--- config.mk ---
export PLATFORM = sky130hd
export DESIGN_NAME = control_unit
export DESIGN_NICKNAME = d
export VERILOG_FILES = /design/src/rtl/cu_pkg.sv /design/src/rtl/cu_decoder.sv /design/src/rtl/control_unit.sv
export SDC_FILE = /design/constraint.sdc
export NUM_CORES = 1
export LEC_CHECK = 0
export BUFFER_PORTS_ARGS = -buffer_cell sky130_fd_sc_hd__buf_4
export CORE_MARGIN = 5
export CORE_UTILIZATION = 25
export DETAILED_ROUTE_END_ITERATION = 7
export SYNTH_ARGS = -nofsm -noshare
export SYNTH_HDL_FRONTEND = slang
export SYNTH_SLANG_ARGS = --single-unit
--- constraint.sdc ---
create_clock -name clock -period 2.15 [get_ports clock]
set_clock_uncertainty 0.1 [all_clocks]
set_input_delay 0.5375 -clock clock [delete_from_list [all_inputs] [get_ports clock]]
set_output_delay 0.5375 -clock clock [all_outputs]
set_load 0.05 [all_outputs]
--- src/rtl/cu_pkg.sv ---
// cu_pkg: shared definitions for the Phase-1 CPU control sequencer.
//
// Holds the opcode and ALU function encodings, the sequencer state enum,
// the instruction-class enum produced by the decoder, and a helper that turns
// a 4-bit register index into a 16-bit one-hot strobe.
//
// Optional feature macro: CU_MULDIV_EN (consumed by cu_decoder/control_unit).
package cu_pkg;

    // Instruction opcodes, IR[31:27]
    localparam logic [4:0] OP_ADD  = 5'b00011;
    localparam logic [4:0] OP_SUB  = 5'b00100;
    localparam logic [4:0] OP_AND  = 5'b00101;
    localparam logic [4:0] OP_OR   = 5'b00110;
    localparam logic [4:0] OP_ROR  = 5'b00111;
    localparam logic [4:0] OP_ROL  = 5'b01000;
    localparam logic [4:0] OP_SHR  = 5'b01001;
    localparam logic [4:0] OP_SHRA = 5'b01010;
    localparam logic [4:0] OP_SHL  = 5'b01011;
    localparam logic [4:0] OP_MUL  = 5'b01111;
    localparam logic [4:0] OP_DIV  = 5'b10000;
    localparam logic [4:0] OP_NEG  = 5'b10001;
    localparam logic [4:0] OP_NOT  = 5'b10010;
    localparam logic [4:0] OP_NOP  = 5'b11010;
    localparam logic [4:0] OP_HALT = 5'b11011;

    // ALU function codes driven on ALUop
    localparam logic [3:0] ALUOP_ADD  = 4'd0;
    localparam logic [3:0] ALUOP_SUB  = 4'd1;
    localparam logic [3:0] ALUOP_AND  = 4'd2;
    localparam logic [3:0] ALUOP_OR   = 4'd3;
    localparam logic [3:0] ALUOP_SHL  = 4'd4;
    localparam logic [3:0] ALUOP_SHR  = 4'd5;
    localparam logic [3:0] ALUOP_SHRA = 4'd6;
    localparam logic [3:0] ALUOP_ROL  = 4'd7;
    localparam logic [3:0] ALUOP_ROR  = 4'd8;
    localparam logic [3:0] ALUOP_NEG  = 4'd9;
    localparam logic [3:0] ALUOP_NOT  = 4'd10;

    // Sequencer states. T1 is split in two so that PCin can be a pure
    // function of state: S_T1 is the first memory-read cycle, S_T1W covers
    // every further cycle spent waiting on mem_rdy.
    typedef enum logic [3:0] {
        S_IDLE,
        S_T0,
        S_T1,
        S_T1W,
        S_T2,
        S_T3,
        S_T4,
        S_T5,
        S_T6,
        S_HALT
    } cuState_e;

    // Instruction classes; each class selects one path through T3..T6
    typedef enum logic [2:0] {
        CL_BIN,
        CL_UNARY,
        CL_MULDIV,
        CL_NOP,
        CL_HALT,
        CL_ILLEGAL
    } instrClass_e;

    // Register index to one-hot strobe
    function automatic logic [15:0] regOneHot(input logic [3:0] idx);
        regOneHot = 16'h0001 << idx;
    endfunction

endpackage

--- src/rtl/cu_decoder.sv ---
// cu_decoder: combinational instruction decoder for control_unit.
//
// Ports:
//   ir_i        in  32  instruction register contents
//   class_o     out     instruction class (BIN/UNARY/MULDIV/NOP/HALT/ILLEGAL)
//   aluOp_o     out  4  ALU function for BIN/UNARY classes (ADD otherwise)
//   isDiv_o     out  1  distinguishes div from mul inside the MULDIV class
//   raOneHot_o  out 16  one-hot of Ra, IR[26:23]
//   rbOneHot_o  out 16  one-hot of Rb, IR[22:19]
//   rcOneHot_o  out 16  one-hot of Rc, IR[18:15]
//
// Macro CU_MULDIV_EN: when undefined, mul and div decode as ILLEGAL.
module cu_decoder
    import cu_pkg::*;
(
    input  logic [31:0]  ir_i,
    output instrClass_e  class_o,
    output logic [3:0]   aluOp_o,
    output logic         isDiv_o,
    output logic [15:0]  raOneHot_o,
    output logic [15:0]  rbOneHot_o,
    output logic [15:0]  rcOneHot_o
);

    logic [4:0] opcode;
    logic       unusedLowBits;

    assign opcode        = ir_i[31:27];
    // The register-format instructions handled here carry no immediate,
    // so the low IR bits are intentionally ignored.
    assign unusedLowBits = ^ir_i[14:0];

    assign raOneHot_o = regOneHot(ir_i[26:23]);
    assign rbOneHot_o = regOneHot(ir_i[22:19]);
    assign rcOneHot_o = regOneHot(ir_i[18:15]);

    // Opcode to class and ALU function; anything not listed is illegal
    always_comb begin
        class_o = CL_ILLEGAL;
        aluOp_o = ALUOP_ADD;
        isDiv_o = 1'b0;
        case (opcode)
            OP_ADD:  begin class_o = CL_BIN;   aluOp_o = ALUOP_ADD;  end
            OP_SUB:  begin class_o = CL_BIN;   aluOp_o = ALUOP_SUB;  end
            OP_AND:  begin class_o = CL_BIN;   aluOp_o = ALUOP_AND;  end
            OP_OR:   begin class_o = CL_BIN;   aluOp_o = ALUOP_OR;   end
            OP_ROR:  begin class_o = CL_BIN;   aluOp_o = ALUOP_ROR;  end
            OP_ROL:  begin class_o = CL_BIN;   aluOp_o = ALUOP_ROL;  end
            OP_SHR:  begin class_o = CL_BIN;   aluOp_o = ALUOP_SHR;  end
            OP_SHRA: begin class_o = CL_BIN;   aluOp_o = ALUOP_SHRA; end
            OP_SHL:  begin class_o = CL_BIN;   aluOp_o = ALUOP_SHL;  end
            OP_NEG:  begin class_o = CL_UNARY; aluOp_o = ALUOP_NEG;  end
            OP_NOT:  begin class_o = CL_UNARY; aluOp_o = ALUOP_NOT;  end
            OP_NOP:  class_o = CL_NOP;
            OP_HALT: class_o = CL_HALT;
`ifdef CU_MULDIV_EN
            OP_MUL:  class_o = CL_MULDIV;
            OP_DIV:  begin class_o = CL_MULDIV; isDiv_o = 1'b1; end
`endif
            default: class_o = CL_ILLEGAL;
        endcase
    end

endmodule

--- src/rtl/control_unit.sv ---
// control_unit: hardwired control sequencer for the Phase-1 CPU datapath.
//
// Fetches through the datapath (T0..T2), then executes register-format ALU,
// unary, MUL/DIV, NOP and HALT instructions (T3..T6). All control outputs are
// a Moore function of the current state and the decoded IR fields.
//
// Parameter:
//   RETIRE_W   width of the retired-instruction counter (default 16)
// Ports:
//   clock                    in   rising-edge clock
//   clear                    in   synchronous active-low reset
//   run                      in   permits starting a new fetch
//   IR[31:0]                 in   datapath IR register contents
//   mem_rdy                  in   memory read-data valid
//   Rin[15:0], Rout[15:0]    out  one-hot register load / drive strobes
//   PCin PCout MARin MDRin MDRout IRin Yin IncPC Read           out
//   Zlowin Zhighin Zlowout Zhighout HIin LOin                   out
//   ALUop[3:0]               out  ALU function
//   ALU_MUL, ALU_DIV         out  64-bit op qualifiers
//   illegal                  out  one-cycle pulse on an undecodable opcode
//   halted                   out  high while in HALT
//   retired[RETIRE_W-1:0]    out  count of completed instructions (wraps)
//
// Macro CU_MULDIV_EN: enables mul/div decode and the T6 state. When it is
// undefined, ALU_MUL, ALU_DIV, Zhighin, Zhighout, HIin and LOin are tied low.
module control_unit
    import cu_pkg::*;
#(
    parameter int unsigned RETIRE_W = 16
) (
    input  logic                clock,
    input  logic                clear,
    input  logic                run,
    input  logic [31:0]         IR,
    input  logic                mem_rdy,
    output logic [15:0]         Rin,
    output logic [15:0]         Rout,
    output logic                PCin,
    output logic                PCout,
    output logic                MARin,
    output logic                MDRin,
    output logic                MDRout,
    output logic                IRin,
    output logic                Yin,
    output logic                IncPC,
    output logic                Read,
    output logic                Zlowin,
    output logic                Zhighin,
    output logic                Zlowout,
    output logic                Zhighout,
    output logic                HIin,
    output logic                LOin,
    output logic [3:0]          ALUop,
    output logic                ALU_MUL,
    output logic                ALU_DIV,
    output logic                illegal,
    output logic                halted,
    output logic [RETIRE_W-1:0] retired
);

    cuState_e            state_q;
    cuState_e            state_d;
    logic [RETIRE_W-1:0] retired_q;
    logic [RETIRE_W-1:0] retired_d;

    instrClass_e         instrClass;
    logic [3:0]          aluOp;
    logic                isDiv;
    logic [15:0]         raOneHot;
    logic [15:0]         rbOneHot;
    logic [15:0]         rcOneHot;

    logic                retireNow;
    cuState_e            afterLast;

    cu_decoder uDecoder (
        .ir_i       (IR),
        .class_o    (instrClass),
        .aluOp_o    (aluOp),
        .isDiv_o    (isDiv),
        .raOneHot_o (raOneHot),
        .rbOneHot_o (rbOneHot),
        .rcOneHot_o (rcOneHot)
    );

    // Where the last state of any instruction goes: straight into the next
    // fetch if run is still high, otherwise park in IDLE.
    assign afterLast = run ? S_T0 : S_IDLE;

    assign retired   = retired_q;
    assign retired_d = retireNow ? retired_q + RETIRE_W'(1) : retired_q;

    // State register and retire counter; clear wins from any state, HALT included
    always_ff @(posedge clock) begin
        if (!clear) begin
            state_q   <= S_IDLE;
            retired_q <= '0;
        end else begin
            state_q   <= state_d;
            retired_q <= retired_d;
        end
    end

    // Next-state and Moore output decode
    always_comb begin
        state_d   = state_q;
        retireNow = 1'b0;
        Rin       = '0;
        Rout      = '0;
        PCin      = 1'b0;
        PCout     = 1'b0;
        MARin     = 1'b0;
        MDRin     = 1'b0;
        MDRout    = 1'b0;
        IRin      = 1'b0;
        Yin       = 1'b0;
        IncPC     = 1'b0;
        Read      = 1'b0;
        Zlowin    = 1'b0;
        Zlowout   = 1'b0;
        ALUop     = ALUOP_ADD;
        illegal   = 1'b0;
        halted    = 1'b0;
`ifdef CU_MULDIV_EN
        Zhighin   = 1'b0;
        Zhighout  = 1'b0;
        HIin      = 1'b0;
        LOin      = 1'b0;
        ALU_MUL   = 1'b0;
        ALU_DIV   = 1'b0;
`endif
        case (state_q)
            S_IDLE: begin
                if (run) begin
                    state_d = S_T0;
                end
            end
            S_T0: begin
                PCout   = 1'b1;
                MARin   = 1'b1;
                IncPC   = 1'b1;
                Zlowin  = 1'b1;
                state_d = S_T1;
            end
            // First read cycle: the only one that loads the incremented PC
            S_T1: begin
                Zlowout = 1'b1;
                PCin    = 1'b1;
                Read    = 1'b1;
                MDRin   = 1'b1;
                state_d = mem_rdy ? S_T2 : S_T1W;
            end
            S_T1W: begin
                Zlowout = 1'b1;
                Read    = 1'b1;
                MDRin   = 1'b1;
                state_d = mem_rdy ? S_T2 : S_T1W;
            end
            // NOP and illegal opcodes finish here; HALT locks up until clear
            S_T2: begin
                MDRout = 1'b1;
                IRin   = 1'b1;
                case (instrClass)
                    CL_HALT: state_d = S_HALT;
                    CL_NOP: begin
                        retireNow = 1'b1;
                        state_d   = afterLast;
                    end
                    CL_ILLEGAL: begin
                        illegal   = 1'b1;
                        retireNow = 1'b1;
                        state_d   = afterLast;
                    end
                    default: state_d = S_T3;
                endcase
            end
            // Unary ops compute directly from Rb and skip T4
            S_T3: begin
                case (instrClass)
                    CL_UNARY: begin
                        Rout    = rbOneHot;
                        ALUop   = aluOp;
                        Zlowin  = 1'b1;
                        state_d = S_T5;
                    end
`ifdef CU_MULDIV_EN
                    CL_MULDIV: begin
                        Rout    = raOneHot;
                        Yin     = 1'b1;
                        state_d = S_T4;
                    end
`endif
                    default: begin
                        Rout    = rbOneHot;
                        Yin     = 1'b1;
                        state_d = S_T4;
                    end
                endcase
            end
            S_T4: begin
                state_d = S_T5;
`ifdef CU_MULDIV_EN
                if (instrClass == CL_MULDIV) begin
                    Rout    = rbOneHot;
                    ALU_MUL = !isDiv;
                    ALU_DIV = isDiv;
                    Zlowin  = 1'b1;
                    Zhighin = 1'b1;
                end else
`endif
                begin
                    Rout   = rcOneHot;
                    ALUop  = aluOp;
                    Zlowin = 1'b1;
                end
            end
            // Low result goes to Ra, or to LO for mul/div which continue to T6
            S_T5: begin
                Zlowout = 1'b1;
`ifdef CU_MULDIV_EN
                if (instrClass == CL_MULDIV) begin
                    LOin    = 1'b1;
                    state_d = S_T6;
                end else
`endif
                begin
                    Rin       = raOneHot;
                    retireNow = 1'b1;
                    state_d   = afterLast;
                end
            end
            S_T6: begin
`ifdef CU_MULDIV_EN
                Zhighout = 1'b1;
                HIin     = 1'b1;
`endif
                retireNow = 1'b1;
                state_d   = afterLast;
            end
            S_HALT: begin
                halted = 1'b1;
            end
            default: begin
                state_d = S_IDLE;
            end
        endcase
    end

`ifndef CU_MULDIV_EN
    // Without the mul/div feature the high-half and qualifier controls are dead
    logic unusedIsDiv;
    assign unusedIsDiv = isDiv;
    assign Zhighin     = 1'b0;
    assign Zhighout    = 1'b0;
    assign HIin        = 1'b0;
    assign LOin        = 1'b0;
    assign ALU_MUL     = 1'b0;
    assign ALU_DIV     = 1'b0;
`endif

endmodule
* Word-level counts from Yosys, hierarchy flattened
Cells that the tools add are included.
** Storage, ports and cells
- Output and inout port bits :: 71
- Flip-flop bits (word level) :: 20
- Logic and storage cells :: 69
- Input bits :: 36
** Cells by class
- Muxes and demuxes :: 26
- Shifts and indexed selects :: 3
- Add/subtract/negate cells :: 1
- Eq/ne operators :: 27
- Reductions and logical operators :: 9
- Bitwise operators :: 1
** Operators with widths (number)
- $shl 1x4->16 const A :: 3
- $pmux 4 s10 :: 1
- $pmux 16 s2 :: 1
- $pmux 4 s8 :: 1
- $eq 5x3->1 const B :: 4
- $eq 5x4->1 const B :: 4
- $eq 5x5->1 const B :: 4
- $add 16x1->16 const B :: 1
- $eq 4x3->1 const B :: 4
- $mux 16 :: 1
- $pmux 4 s2 :: 2
- $mux 1 :: 14
- $pmux 3 s4 :: 1
- $reduce_or 2->1 :: 5
- $reduce_or 9->1 :: 1
- $eq 4x2->1 const B :: 2
- $eq 4x4->1 const B :: 2
- $mux 4 :: 2
- $eq 3x3->1 const B :: 2
- $eq 5x2->1 const B :: 1
- $eq 4x1->1 const B :: 1
- $logic_not 4->1 :: 1
- $pmux 1 s2 :: 2
- $eq 3x1->1 const B :: 1
- other kinds (6) :: 6

* Depth between registers and ports, before layout
Gate-level depths: netlist (run 1).
- Depth in word-level cells :: 7
- Depth in mapped cells :: 7
- Depth with buffers taken out :: 6

* By module
A second synthesis (run 1) with hierarchy kept.
** Second synthesis, totals
- Cells, all modules :: 283
- Area total of the unflattened synthesis :: 2074.5 um^2
** By module, submodules not included
- control_unit :: area an instance 1574.0 um^2, cells each 188, instances 1, sequential area each 400.4 um^2
- cu_decoder :: area an instance 500.5 um^2, cells each 95, instances 1, sequential area each 0.0 um^2

* Worst setup path before layout (run 1)
OpenSTA, ideal clock, no wires.
- Path type :: input to output
- Start point :: input IR[29]
- End point :: output ALUop[3]
- Path buffers :: 1
- Arrival time :: 3755 ps
- Data required time :: 1512 ps
- Setup slack :: -2242 ps
- Stages :: 5
- Path through :: buf_4 -> nand2b_1 -> o41ai_1 -> nand2_1 -> a2111oi_0
** Between the ends
- Longest elaborated chain between the ends :: 6
- Elaborated cells on any way between the ends :: 20
- Classes of those cells :: 14 x eq/ne; 4 x mux; 2 x reduce/logical
** RTL lines
- start: declaration :: RTL line control_unit.sv:34 : input logic [31:0] IR,
- $eq 5x2->1 (tied with other cells) :: RTL line cu_decoder.sv:42 : case (opcode)
- $reduce_or 9->1 (no line) or $reduce_or 2->1 (tied branches)
- $pmux 3 s4 :: RTL line cu_decoder.sv:42
- $eq 3x1->1 :: RTL line control_unit.sv:179 : case (instrClass)
- $mux 4 :: RTL line control_unit.sv:179
- $pmux 4 s2 * :: RTL line control_unit.sv:132 : case (state_q)
- end: declaration :: RTL line control_unit.sv:53 : output logic [3:0] ALUop,
Every way passes the cells marked *; elsewhere a longest branch is shown, timed or not.

* Final worst setup path (run 1)
- Start point :: register state_q[0]
- End point :: output Rout[7]
** Between the ends
- Longest elaborated chain between the ends :: 2
- Elaborated cells on any way between the ends :: 3
- Classes of those cells :: 2 x eq/ne; 1 x mux
** RTL lines
- start: declaration :: RTL line control_unit.sv:61 : cuState_e state_q;
- start signal: assignment :: RTL line control_unit.sv:99 : state_q <= state_d;
- $eq 4x3->1 :: RTL line control_unit.sv:132
- $pmux 16 s2 * :: RTL line control_unit.sv:132
- end: declaration :: RTL line control_unit.sv:37 : output logic [15:0] Rout,
Marked as above.

==> results of run 1 <==
state kept, by name, summed over array words and instances (netlist names):
name	count
state_q	4
retired	16
tightest hold or removal path, cell delays in order, from the launching register on:
cell and delay [ps]:
dfxtp_1 360, nand3_2 80, a21oi_2 50
metal layers:
layer	wire length [um]	global-route usage (%)
met1	3660	19.1
met2	4390	26.2
met3	524	1.76
met4	23	1.51
met5	0	0
cells in the mapped netlist (4+ instances only):
library cell and instances:
nand4_1 16, nor2_1 45, nand2b_1 12, nand3b_1 5, nand2_1 27, buf_4 11, o21ai_0 5, dfxtp_1 20
o211ai_1 5, a21oi_1 15, o311ai_1 5, inv_1 12, and3_1 4, buf_2 4, clkbuf_1 11, a31oi_1 7
nor3_1 20, or3_1 7, nor4_1 4, nand3_1 10
cell families (layout without fill, tap and decap cells):
family / count (synthesis) / in the layout / synth area share [%]
buf+inv: 43 / 181 / 10.4
compound gates: 67 / 68 / 23.0
xor+xnor: 1 / 1 / 0.409
simple gates: 176 / 176 / 44.8
other cells: 1 / 6 / 0.175
flops: 20 / 20 / 18.7
mux: 4 / 4 / 1.93
fa+ha+maj: 1 / 1 / 0.584
area by class of cell:
cell class	instances	area, um2
Inverter	12	48.8
Sequential cell	20	413
Multi-Input combinational cell	256	2230
Clock buffer	4	55.1
Fill cell	719	3780
Timing Repair Buffer	165	1630
Tap cell	105	131
stage by stage:
step	worst slack, ps	hold WS [ps]	std cells
6_report	-224	431	562
4_1_cts	-246	429	551
5_1_grt	-305	463	562
3_3_place_gp	-330	408	537
3_5_place_dp	-372	407	537
2_1_floorplan	-455	590	318
placed cells by master, fill, tap and decap left out, types with 4 or more instances in the layout:
cell and n:
buf_4 81, buf_6 64, nor2_4 31, nand2_1 21
buf_8 19, nand4_1 16, dfxtp_1 16, nor2_1 13
inv_1 11, a21oi_1 11, nor3_1 10, nand2b_4 7
nor3_4 7, nand3_1 7, or3_1 7, conb_1 6
nand3b_1 5, o211ai_1 5, nand2_4 4, nor3_2 4
nand2b_1 4, a31oi_2 4, and3_1 4, clkbuf_8 4
power by group:
group          leakage [nW]  switching (mW)  internal, mW  total [mW]
combinational          1.62           0.446         0.322       0.768
sequential            0.165          0.0387         0.394       0.433
clock                0.0288           0.135         0.163       0.298
total                  1.81           0.619         0.879        1.50
worst max path at each step:
| stage | endpoint | slack, ps | depth (start not counted) |
|---|---|---|---|
| 2_1_floorplan | ALUop[3] | -450 | 5 |
| 3_3_place_gp | ALUop[3] | -330 | 6 |
| 3_5_place_dp | ALUop[1] | -370 | 7 |
| 4_1_cts | Rout[6] | -250 | 7 |
| 5_1_grt | Rout[5] | -310 | 7 |
| 6_report | Rout[7] | -220 | 7 |
timing repair:
| item | CTS | global route |
|---|---|---|
| pin swaps | 25 | 30 |
| hold endpoints to repair | 0 | 0 |
| gates resized for setup | 104 | 55 |
| endpoints found under the setup margin | 46 | 58 |
| cloned | 0 | 2 |
| buffers inserted | 10 | 9 |
==> results.rst, run 1 <==
.. list-table::
   :header-rows: 1

   * - Metric
     - Value
   * - Count of state elements after synthesis
     - 20
   * - Sequential cell area fraction in the yosys report
     - 18.7%
   * - Chip width
     - 103 um
   * - Final-layout setup total negative slack
     - -4860 ps
   * - Data arrival, critical path
     - 1740 ps
   * - Sort of element at the start of the critical path
     - flip-flop
   * - Unrepaired setup endpoints after global routing
     - yes
   * - Power density over cell area
     - 332 nW/um2
   * - Minimum setup slack among reg-to-reg paths
     - 20 ps
   * - Post-route minimum period
     - 2370 ps
   * - Die area
     - 10500 um2
   * - Placeable Area
     - 8300 um2
   * - Count of nets left with antenna violations after detail routing
     - 0
   * - Deepest clock path buffer count
     - 2
   * - Crit Path Category
     - reg2out
   * - Number of placement rows
     - 33
   * - Post-DP HPWL
     - 5920 um
   * - Placement Cell Area
     - 3650 um2
   * - First-pass GRT wire length
     - 12800 um
   * - DRC violations left
     - 0
   * - Layout Area Growth over Synthesis
     - 111%
   * - Wire length per cell
     - 15.3 um
   * - Via density
     - 5.22
   * - Initial antenna violation count
     - 0
   * - CTS root buf
     - clkbuf_8
   * - Detailed-route via count
     - 2934
   * - Pin count of the biggest net entering global routing
     - 28
   * - Total of endpoints with negative setup slack in the final report
     - 36
   * - Family with the most delay on the worst path
     - simple AND/OR/NAND/NOR gates
   * - Number of buffers inserted by port buffering
     - 85
   * - Count of inserted antenna diode cells
     - 0
   * - Share of post-route cells with drive strength above 1
     - 59.3%
   * - Routed WL
     - 8610 um
   * - Top_reg_cell synth
     - dfxtp_1
   * - Endpoint of the lowest-slack register-to-register path
     - retired[9]
   * - Avg Synthesized Cell Area
     - 6.85 um2
   * - I/O pin cnt
     - 107
   * - Starting utilization of the core area
     - 25.8%
   * - Count of flip-flops with a built-in enable after synthesis
     - 0
   * - Cell with the largest stage delay on the worst path
     - dfxtp_4
   * - Length of the first detailed-routing pass in iterations
     - 4
   * - Synth cell types
     - 64
   * - Number of buffers inserted during clock tree synthesis
     - 3
   * - Status
     - complete, but fails checks
   * - Hold_buf cts
     - 0
   * - Post-route cell area
     - 4520 um2
   * - Total buffers and inverters traversed by the critical path
     - 2
   * - Required time reported for the critical path endpoint
     - 1510 ps
   * - Worst reg2reg startpoint
     - state_q[0]
   * - Maximum vdd drop
     - 0.367 mV
   * - Area share of the largest cell type after synthesis
     - 18.7%
   * - Critical path capture point type
     - output pin
   * - Total power after layout
     - 1.50 mW
   * - Warning count from the yosys run
     - 0
   * - Number of hold violations in the final report
     - 0
   * - Biggest area consumer among synthesized cells
     - dfxtp_1
   * - Portion of the clock cycle consumed by the worst path in the final layout
     - 110%
   * - Maximum clock rate
     - 0.421 GHz
   * - Number of stages on the worst hold path
     - 2
   * - Biggest area contributors in the synthesized netlist
     - dfxtp_1, nor2_1, nand2_1
   * - Vias in the first global route
     - 2705
   * - Min-Delay Path Class
     - reg2reg
   * - Cells traversed along the worst timing path
     - nand2b_4, nor2_4, mux2i_4, nand3b_1, buf_12, nor2_4, buf_6
   * - Clock network latency to the later pin of the worst-skew pair
     - 260 ps
   * - Final estimated routing congestion in global placement
     - 0.802
   * - Post-synthesis cell count
     - 313
   * - Remaining global-route overflow
     - 0
   * - Worst path setup slack after routing
     - -224 ps
   * - Largest stage delay on the critical path
     - 360 ps
   * - TritonCTS clock tree
     - done
   * - Critical path's most frequent cell
     - nor2_4
   * - Pins over their slew limit
     - 0
   * - Number of maximum-capacitance violations
     - 0
   * - Hold Crit Start
     - retired[1]
   * - Asr flop ratio synth
     - 0%
   * - Global router's overall resource usage
     - 14.5%
   * - Maximum net fanout on the critical path
     - 4
   * - Clock sinks
     - 20
   * - Worst R2R Path Depth
     - 10
   * - Detailed Route Iter0 Violations
     - 86
   * - Cell leakage power
     - 1.81 nW
   * - Number of levels in the clock H-tree
     - 1
   * - Clock Pin Slew Worst Setup and Hold Paths
     - 80 ps
   * - Source of the critical timing path
     - state_q[0]
   * - Failing checks
     - negative setup slack
   * - Final core utilization
     - 54.4%
   * - Worst min-delay path endpoint
     - retired[1]
   * - Number of nets at the end of the flow
     - 495
   * - Synthesized cell area
     - 2140 um2
   * - Floorplan die height
     - 103 um
Note: power is estimated with default switching activity, not from simulation.
==> inputs of run 2 (changes only) <==
--- a/config.mk
+++ b/config.mk
@@ -11,4 +11,5 @@
 export DETAILED_ROUTE_END_ITERATION = 7
 export SYNTH_ARGS = -nofsm -noshare
 export SYNTH_HDL_FRONTEND = slang
+export SYNTH_HIERARCHICAL = 1
 export SYNTH_SLANG_ARGS = --single-unit
==> run 2 against run 1 <==
  * The run still ends with negative setup slack left
  * Combinational power fell by 31%
  * Register-to-register slack barely moved
  * Maximum frequency fell by 8.1%
  * Synthesized cell count fell by 10%
  * Final area fell by 8.3%
  * Worst hold slack improved by 37 ps
  * Final cell count fell by 8.0%
  * Flip-flop and latch count did not move
  * Critical endpoint is now ALUop[1]
==> results.rst, run 2 <==
.. list-table::
   :header-rows: 1

   * - Metric
     - Value
   * - TritonCTS clock tree
     - done
   * - Slew at the pin closest to its max-slew limit
     - 523 ps
   * - First-pass GRT wire length
     - 11000 um (-14%)
   * - Power density over cell area
     - 315 nW/um2 (-4.9%)
   * - Wire length per cell
     - 13.5 um (-12%)
   * - Hold_buf cts
     - 0 (unchanged)
   * - Placement Cell Area
     - 3260 um2 (-11%)
   * - Number of levels in the clock H-tree
     - 1 (unchanged)
   * - I/O pin cnt
     - 107 (unchanged)
   * - Remaining global-route overflow
     - 0 (unchanged)
   * - Required time reported for the critical path endpoint
     - 1510 ps (about the same)
   * - DRC violations left
     - 0 (unchanged)
   * - Number of buffers inserted during clock tree synthesis
     - 3 (unchanged)
   * - Min-Delay Path Class
     - reg2reg
   * - Length of the first detailed-routing pass in iterations
     - 4 (unchanged)
   * - Post-DP HPWL
     - 4890 um (-17%)
   * - Number of placement rows
     - 33 (unchanged)
   * - Worst rel slew slack
     - 65.1%
   * - Combined flip-flop and latch cell area
     - 413 um2 (unchanged)
   * - Avg Synthesized Cell Area
     - 7.34 um2 (+7.2%)
   * - Endpoint of the lowest-slack register-to-register path
     - retired[6]
   * - Cell leakage power
     - 1.93 nW (+6.6%)
   * - Routed WL
     - 6990 um (-19%)
   * - Pins over their slew limit
     - 0 (unchanged)
   * - Clock sinks
     - 20 (unchanged)
   * - Total power after layout
     - 1.31 mW (-13%)
   * - Starting utilization of the core area
     - 25.4% (-0.46 points)
   * - Maximum clock rate
     - 0.387 GHz (-8.1%)
   * - Maximum net fanout on the critical path
     - 6 (+2)
   * - Die area
     - 10200 um2 (-3.4%)
   * - Number of fill cells in the layout
     - 727 (+1.1%)
   * - Final estimated routing congestion in global placement
     - 0.852 (+6.3%)
   * - Synthesized cell area
     - 2060 um2 (-3.7%)
   * - Maximum vdd drop
     - 0.184 mV (-50%)
   * - Share of post-route cells with drive strength above 1
     - 54.9% (-4.4 points)
   * - Global router's overall resource usage
     - 13.0% (-1.5 points)
   * - Total of endpoints with negative setup slack in the final report
     - 24 (-33%)
   * - Total area of multi-input combinational cells
     - 1990 um2 (-11%)
   * - Crit Path Category
     - in2out
   * - Critical path capture point type
     - output pin
   * - Max FFs per register
     - 16 (unchanged)
   * - Post-synthesis cell count
     - 281 (-10%)
   * - Worst reg2reg startpoint
     - state_q[1]
   * - Clock Pin Slew Worst Setup and Hold Paths
     - 80 ps (about the same)
   * - Number of hold violations in the final report
     - 0 (unchanged)
   * - Data arrival, critical path
     - 1950 ps (+210 ps)
   * - Layout Area Growth over Synthesis
     - 101%
   * - Number of buffers inserted by port buffering
     - 85 (unchanged)
   * - Minimum setup slack among reg-to-reg paths
     - 10 ps (about the same)
   * - Number of maximum-capacitance violations
     - 0 (unchanged)
   * - Vias in the first global route
     - 2377 (-12%)
   * - Detailed-route via count
     - 2428 (-17%)
   * - Total instance count after detailed placement
     - 490 (-8.8%)
   * - Chip width
     - 101 um (-1.7%)
   * - Worst path setup slack after routing
     - -434 ps (-210 ps)
   * - Detailed Route Iter0 Violations
     - 77 (-10%)
   * - Initial antenna violation count
     - 0 (unchanged)
   * - Portion of the clock cycle consumed by the worst path in the final layout
     - 120% (+9.8 points)
   * - Sort of element at the start of the critical path
     - input port
   * - Pin count of the biggest net entering global routing
     - 20 (-29%)
   * - Post-route minimum period
     - 2580 ps (+210 ps)
   * - Clock network latency to the later pin of the worst-skew pair
     - 260 ps (about the same)
   * - Number of nets at the end of the flow
     - 450 (-9.1%)
   * - Final Non-Filler Cells
     - 517 (-8.0%)
   * - Status
     - complete, but fails checks
   * - Floorplan die height
     - 101 um (-1.7%)
   * - Unrepaired setup endpoints after global routing
     - yes
   * - Hold Crit Start
     - retired[3]
   * - Count of inserted antenna diode cells
     - 0 (unchanged)
   * - Post-route cell area
     - 4140 um2 (-8.3%)
   * - Count of nets left with antenna violations after detail routing
     - 0 (unchanged)
   * - Placeable Area
     - 8130 um2 (-2.0%)
   * - Number of stages on the worst hold path
     - 2 (unchanged)
   * - Worst min-delay path endpoint
     - retired[3]
   * - Via density
     - 4.70 (-10%)
   * - Top library cells by usage in the layout, fill and taps aside
     - buf_4, buf_8, nor2_1
   * - Failing checks
     - negative setup slack
   * - Warning count from the yosys run
     - 6 (+6)
   * - Final core utilization
     - 50.9% (-3.5 points)
   * - Worst hold margin
     - 468 ps (+37.2 ps)
   * - Deepest clock path buffer count
     - 2 (unchanged)
   * - Worst R2R Path Depth
     - 9 (-1)
   * - CTS root buf
     - clkbuf_8
   * - Leading cell type in the layout, fill and taps excluded
     - buf_4
run 2: metal layers:
layer	wire [um]	track usage, %	share of wire (%)
met5	0	0	0
met4	87	3.11	1.2
met3	366	1.66	5.2
met2	3710	24.3	53
met1	2820	15.5	40
run 2: layout make-up:
type,count,area share (%)
multi-input combinational,239,47.9
sequential,20,9.96
clock buffer,3,0.996
timing repair buffer,144,36.7
tap,105,3.17
clock inverter,1,0.725
inverter,5,0.453
run 2: power breakdown:
part           internal (mW)  leakage, nW  switching, mW  total [mW]
Clock                  0.249       0.0357          0.134       0.382
Sequential             0.378        0.164         0.0134       0.391
Combinational          0.225         1.73          0.308       0.533
Total                  0.852         1.93          0.455        1.31
run 2: worst max-delay path by stage:
stage | from | endpoint | slack, ps | depth (start not counted)
floorplan | IR[31] | ALUop[0] | -400 | 7
global placement | IR[31] | ALUop[2] | -480 | 9
detailed placement | IR[31] | retired[6] | -530 | 10
CTS | IR[31] | ALUop[0] | -410 | 10
global route | IR[31] | ALUop[1] | -540 | 10
finish | IR[31] | ALUop[1] | -430 | 10
run 2: worst max-delay path, stage by stage:
cell and delay [ps]:
buf_8 110, buf_12 120, nor3b_4 200, nor2_2 70, o211a_4 150, nor3b_4 250
a21oi_4 90, buf_6 140, nor2b_4 120, buf_8 150
run 2: per-stage QoR:
step	setup slack, ps	setup TNS, ps
3_3_place_gp	-480	-9520
6_report	-434	-6010
2_1_floorplan	-401	-6310
4_1_cts	-410	-6600
3_5_place_dp	-535	-10250
5_1_grt	-535	-9730
run 2: what timing repair did:
item	in CTS	in global routing
pin swaps	24	20
setup buffers	20	6
endpoints found under the setup margin	58	59
cloned	4	0
resized for setup	122	41
==> inputs of run 3 (changes only) <==
--- a/config.mk
+++ b/config.mk
@@ -6,9 +6,9 @@
 export NUM_CORES = 1
 export LEC_CHECK = 0
 export BUFFER_PORTS_ARGS = -buffer_cell sky130_fd_sc_hd__buf_4
-export CORE_MARGIN = 5
 export CORE_UTILIZATION = 25
 export DETAILED_ROUTE_END_ITERATION = 7
+export PLACE_DENSITY = 0.49
 export SYNTH_ARGS = -nofsm -noshare
 export SYNTH_HDL_FRONTEND = slang
 export SYNTH_HIERARCHICAL = 1
==> run 3 against run 2 <==
  * Routed wire length decreased by 1.7%
  * Register-to-register slack about the same
  * Worst hold slack lost 18 ps
  * Count of clock-buffer cells in the layout up 1
  * First-iteration DRC count shrank 1.3%
  * Critical path depth stayed put
  * Maximum frequency rose by 3.3%
  * The run still ends with negative setup slack left
  * Sequential share of layout area is 0.078 points lower
  * Power fell by 4.9%
==> results.rst, run 3 (synthesis results as in run 2) <==
.. list-table::
   :header-rows: 1

   * - Metric
     - Value
   * - Critical path capture point type
     - output pin
   * - Starting utilization of the core area
     - 26.3% (+0.93 points)
   * - Cell leakage power
     - 1.92 nW (-0.51%)
   * - Maximum vdd drop
     - 0.164 mV (-11%)
   * - Number of hold violations in the final report
     - 0 (unchanged)
   * - Family with the most delay on the worst path
     - simple AND/OR/NAND/NOR gates
   * - Pin count of the biggest net entering global routing
     - 20 (unchanged)
   * - Maximum clock rate
     - 0.400 GHz (+3.3%)
   * - I/O pin cnt
     - 107 (unchanged)
   * - Switching portion of total power
     - 37.1% (+2.3 points)
   * - Number of nets at the end of the flow
     - 448 (-0.44%)
   * - Worst reg2reg startpoint
     - state_q[0]
   * - Crit Path Category
     - in2out
   * - Initial antenna violation count
     - 0 (unchanged)
   * - Detailed Route Iter0 Violations
     - 76 (-1.3%)
   * - Worst R2R Path Depth
     - 9 (unchanged)
   * - Clock Pin Slew Worst Setup and Hold Paths
     - 80 ps (about the same)
   * - Count of inserted antenna diode cells
     - 0 (unchanged)
   * - Number of buffers inserted during clock tree synthesis
     - 3 (unchanged)
   * - Worst min-delay path endpoint
     - retired[3]
   * - CTS root buf
     - clkbuf_8
   * - Share of power burned in registers
     - 31.2% (+1.3 points)
   * - DRC violations left
     - 0 (unchanged)
   * - Number of levels in the clock H-tree
     - 1 (unchanged)
   * - Vias in the first global route
     - 2454 (+3.2%)
   * - Chip width
     - 92.8 um (-7.9%)
   * - Number of maximum-capacitance violations
     - 0 (unchanged)
   * - Endpoint of the lowest-slack register-to-register path
     - retired[10]
   * - Total buffers and inverters traversed by the critical path
     - 4 (unchanged)
   * - Post-DP HPWL
     - 4680 um (-4.5%)
   * - Pins over their slew limit
     - 0 (unchanged)
   * - First-pass GRT wire length
     - 11400 um (+3.2%)
   * - Total instance count after detailed placement
     - 483 (-1.4%)
   * - Via density
     - 4.86 (+3.4%)
   * - Sort of element at the start of the critical path
     - input port
   * - Status
     - complete, but fails checks
   * - TritonCTS clock tree
     - done
   * - Placeable Area
     - 7850 um2 (-3.5%)
   * - Length of the first detailed-routing pass in iterations
     - 4 (unchanged)
   * - Switching Power
     - 462 uW (+1.4%)
   * - Data arrival, critical path
     - 1870 ps (-80 ps)
   * - Worst rel slew slack
     - 62.3% (-2.7 points)
   * - Post-route minimum period
     - 2500 ps (-81.4 ps)
   * - Slew at the pin closest to its max-slew limit
     - 563 ps (+40.8 ps)
   * - Hold Crit Start
     - retired[3]
   * - Critical path's most frequent cell
     - nor2b_4
   * - Die area
     - 8620 um2 (-15%)
   * - Detailed-route via count
     - 2487 (+2.4%)
   * - Count of nets left with antenna violations after detail routing
     - 0 (unchanged)
   * - Number of buffers inserted by port buffering
     - 85 (unchanged)
   * - Final estimated routing congestion in global placement
     - 0.789 (-7.4%)
   * - Combinational Power Share
     - 45.5% (+4.7 points)
   * - Remaining global-route overflow
     - 0 (unchanged)
   * - Deepest clock path buffer count
     - 2 (unchanged)
   * - Maximum net fanout on the critical path
     - 8 (+2)
   * - Share of post-route cells with drive strength above 1
     - 55.6% (+0.76 points)
   * - Clock sinks
     - 20 (unchanged)
   * - Final Non-Filler Cells
     - 512 (-0.97%)
   * - Clock network latency to the later pin of the worst-skew pair
     - 260 ps (about the same)
   * - Minimum setup slack among reg-to-reg paths
     - 10 ps (about the same)
   * - Total internal power
     - 781 uW (-8.3%)
   * - Final core utilization
     - 53.2% (+2.3 points)
   * - Total of endpoints with negative setup slack in the final report
     - 27 (+13%)
   * - Layout Area Growth over Synthesis
     - 102%
   * - Top library cells by usage in the layout, fill and taps aside
     - buf_4, buf_8, nor2_1
   * - Floorplan die height
     - 92.8 um (-7.9%)
   * - Min-Delay Path Class
     - reg2reg
   * - Cells traversed along the worst timing path
     - buf_12, nor2b_4, nand3b_1, buf_4, nor2_4, nor3b_4, a21oi_4, buf_6, nor2b_4, buf_8
   * - Hold_buf cts
     - 0 (unchanged)
   * - Cell with the largest stage delay on the worst path
     - nor2_4
   * - Failing checks
     - negative setup slack
   * - Portion of the clock cycle consumed by the worst path in the final layout
     - 116% (-3.8 points)
   * - Share of power burned in the clock network
     - 23.3% (-6.0 points)
   * - Max FFs per register
     - 16 (unchanged)
   * - Number of stages on the worst hold path
     - 2 (unchanged)
   * - Routed WL
     - 6880 um (-1.7%)
   * - Required time reported for the critical path endpoint
     - 1510 ps (about the same)
   * - Wire length per cell
     - 13.4 um (-0.70%)
   * - Largest stage delay on the critical path
     - 210 ps (-40 ps)
   * - Power density over cell area
     - 298 nW/um2 (-5.6%)
   * - Worst path setup slack after routing
     - -353 ps (+81.4 ps)
   * - Unrepaired setup endpoints after global routing
     - yes
   * - Number of placement rows
     - 32 (-3.0%)
   * - Leading cell type in the layout, fill and taps excluded
     - buf_4
   * - Global router's overall resource usage
     - 15.9% (+2.9 points)
-- run 3: cell types whose count changed in the layout (fill, tap and decap cells not counted), sizes merged --
cell    change
buf         -3
clkbuf      +2
bufinv      -1
-- run 3: area by class of cell --
class / count / area, um2
well taps: 102 / 128
multi-input cells: 239 / 2020
flip-flops and latches: 20 / 413
repair buffers: 142 / 1540
clock buffers: 4 / 55.1
fillers: 751 / 3670
inverters: 5 / 18.8
-- run 3: metal layers --
metal / GRT usage (%) / routed length [um] / vias to the layer above / part of all wire, %
li1: - / - / 1234 / -
met1: 19.5 / 3000 / 1165 / 44
met2: 29.7 / 3530 / 82 / 51
met3: 1.48 / 304 / 6 / 4.4
met4: 3.46 / 50 / 0 / 0.73
met5: 0 / 0 / - / 0
-- run 3: worst min-delay path: stages (launching register included) --
cell	delay, ps
dfxtp_1	350
o21ai_0	90
a21boi_1	60
-- run 3: timing repair --
action / 4_1_cts / 5_1_grt
buffers inserted: 21 / 5
setup endpoints to repair: 60 / 62
gates resized for setup: 148 / 28
gates cloned: 2 / 0
pin swaps: 22 / 19
-- run 3: power groups by stage --
stage | registers (mW) | logic (mW) | clock network, mW
after floorplan | 0.397 | 0.319 | 0
after global placement | 0.393 | 0.476 | 0
after detailed placement | 0.393 | 0.475 | 0
after CTS | 0.387 | 0.549 | 0.301
after global routing | 0.389 | 0.602 | 0.315
final | 0.388 | 0.565 | 0.289
-- run 3: worst max path at each step --
| stage | from | end | slack (ps) | cells past startpoint |
|---|---|---|---|---|
| 6_report | IR[31] | ALUop[3] | -350 | 10 |
| 5_1_grt | IR[31] | ALUop[3] | -430 | 10 |
| 4_1_cts | IR[31] | ALUop[2] | -340 | 9 |
| 3_5_place_dp | IR[31] | retired[13] | -530 | 10 |
| 3_3_place_gp | IR[31] | Zlowin | -490 | 8 |
| 2_1_floorplan | IR[31] | ALUop[0] | -400 | 7 |
-- run 3: per-stage QoR --
step	hold slack (ps)	area, um2	setup WS [ps]	TNS [ps]	power (mW)
final	450	4180	-353	-5950	1.24
after global routing	500	4180	-428	-8980	1.31
after CTS	474	4060	-336	-5900	1.24
after detailed placement	454	3220	-526	-10260	0.868
after global placement	435	3220	-489	-9330	0.869
after floorplan	524	2350	-401	-6310	0.716
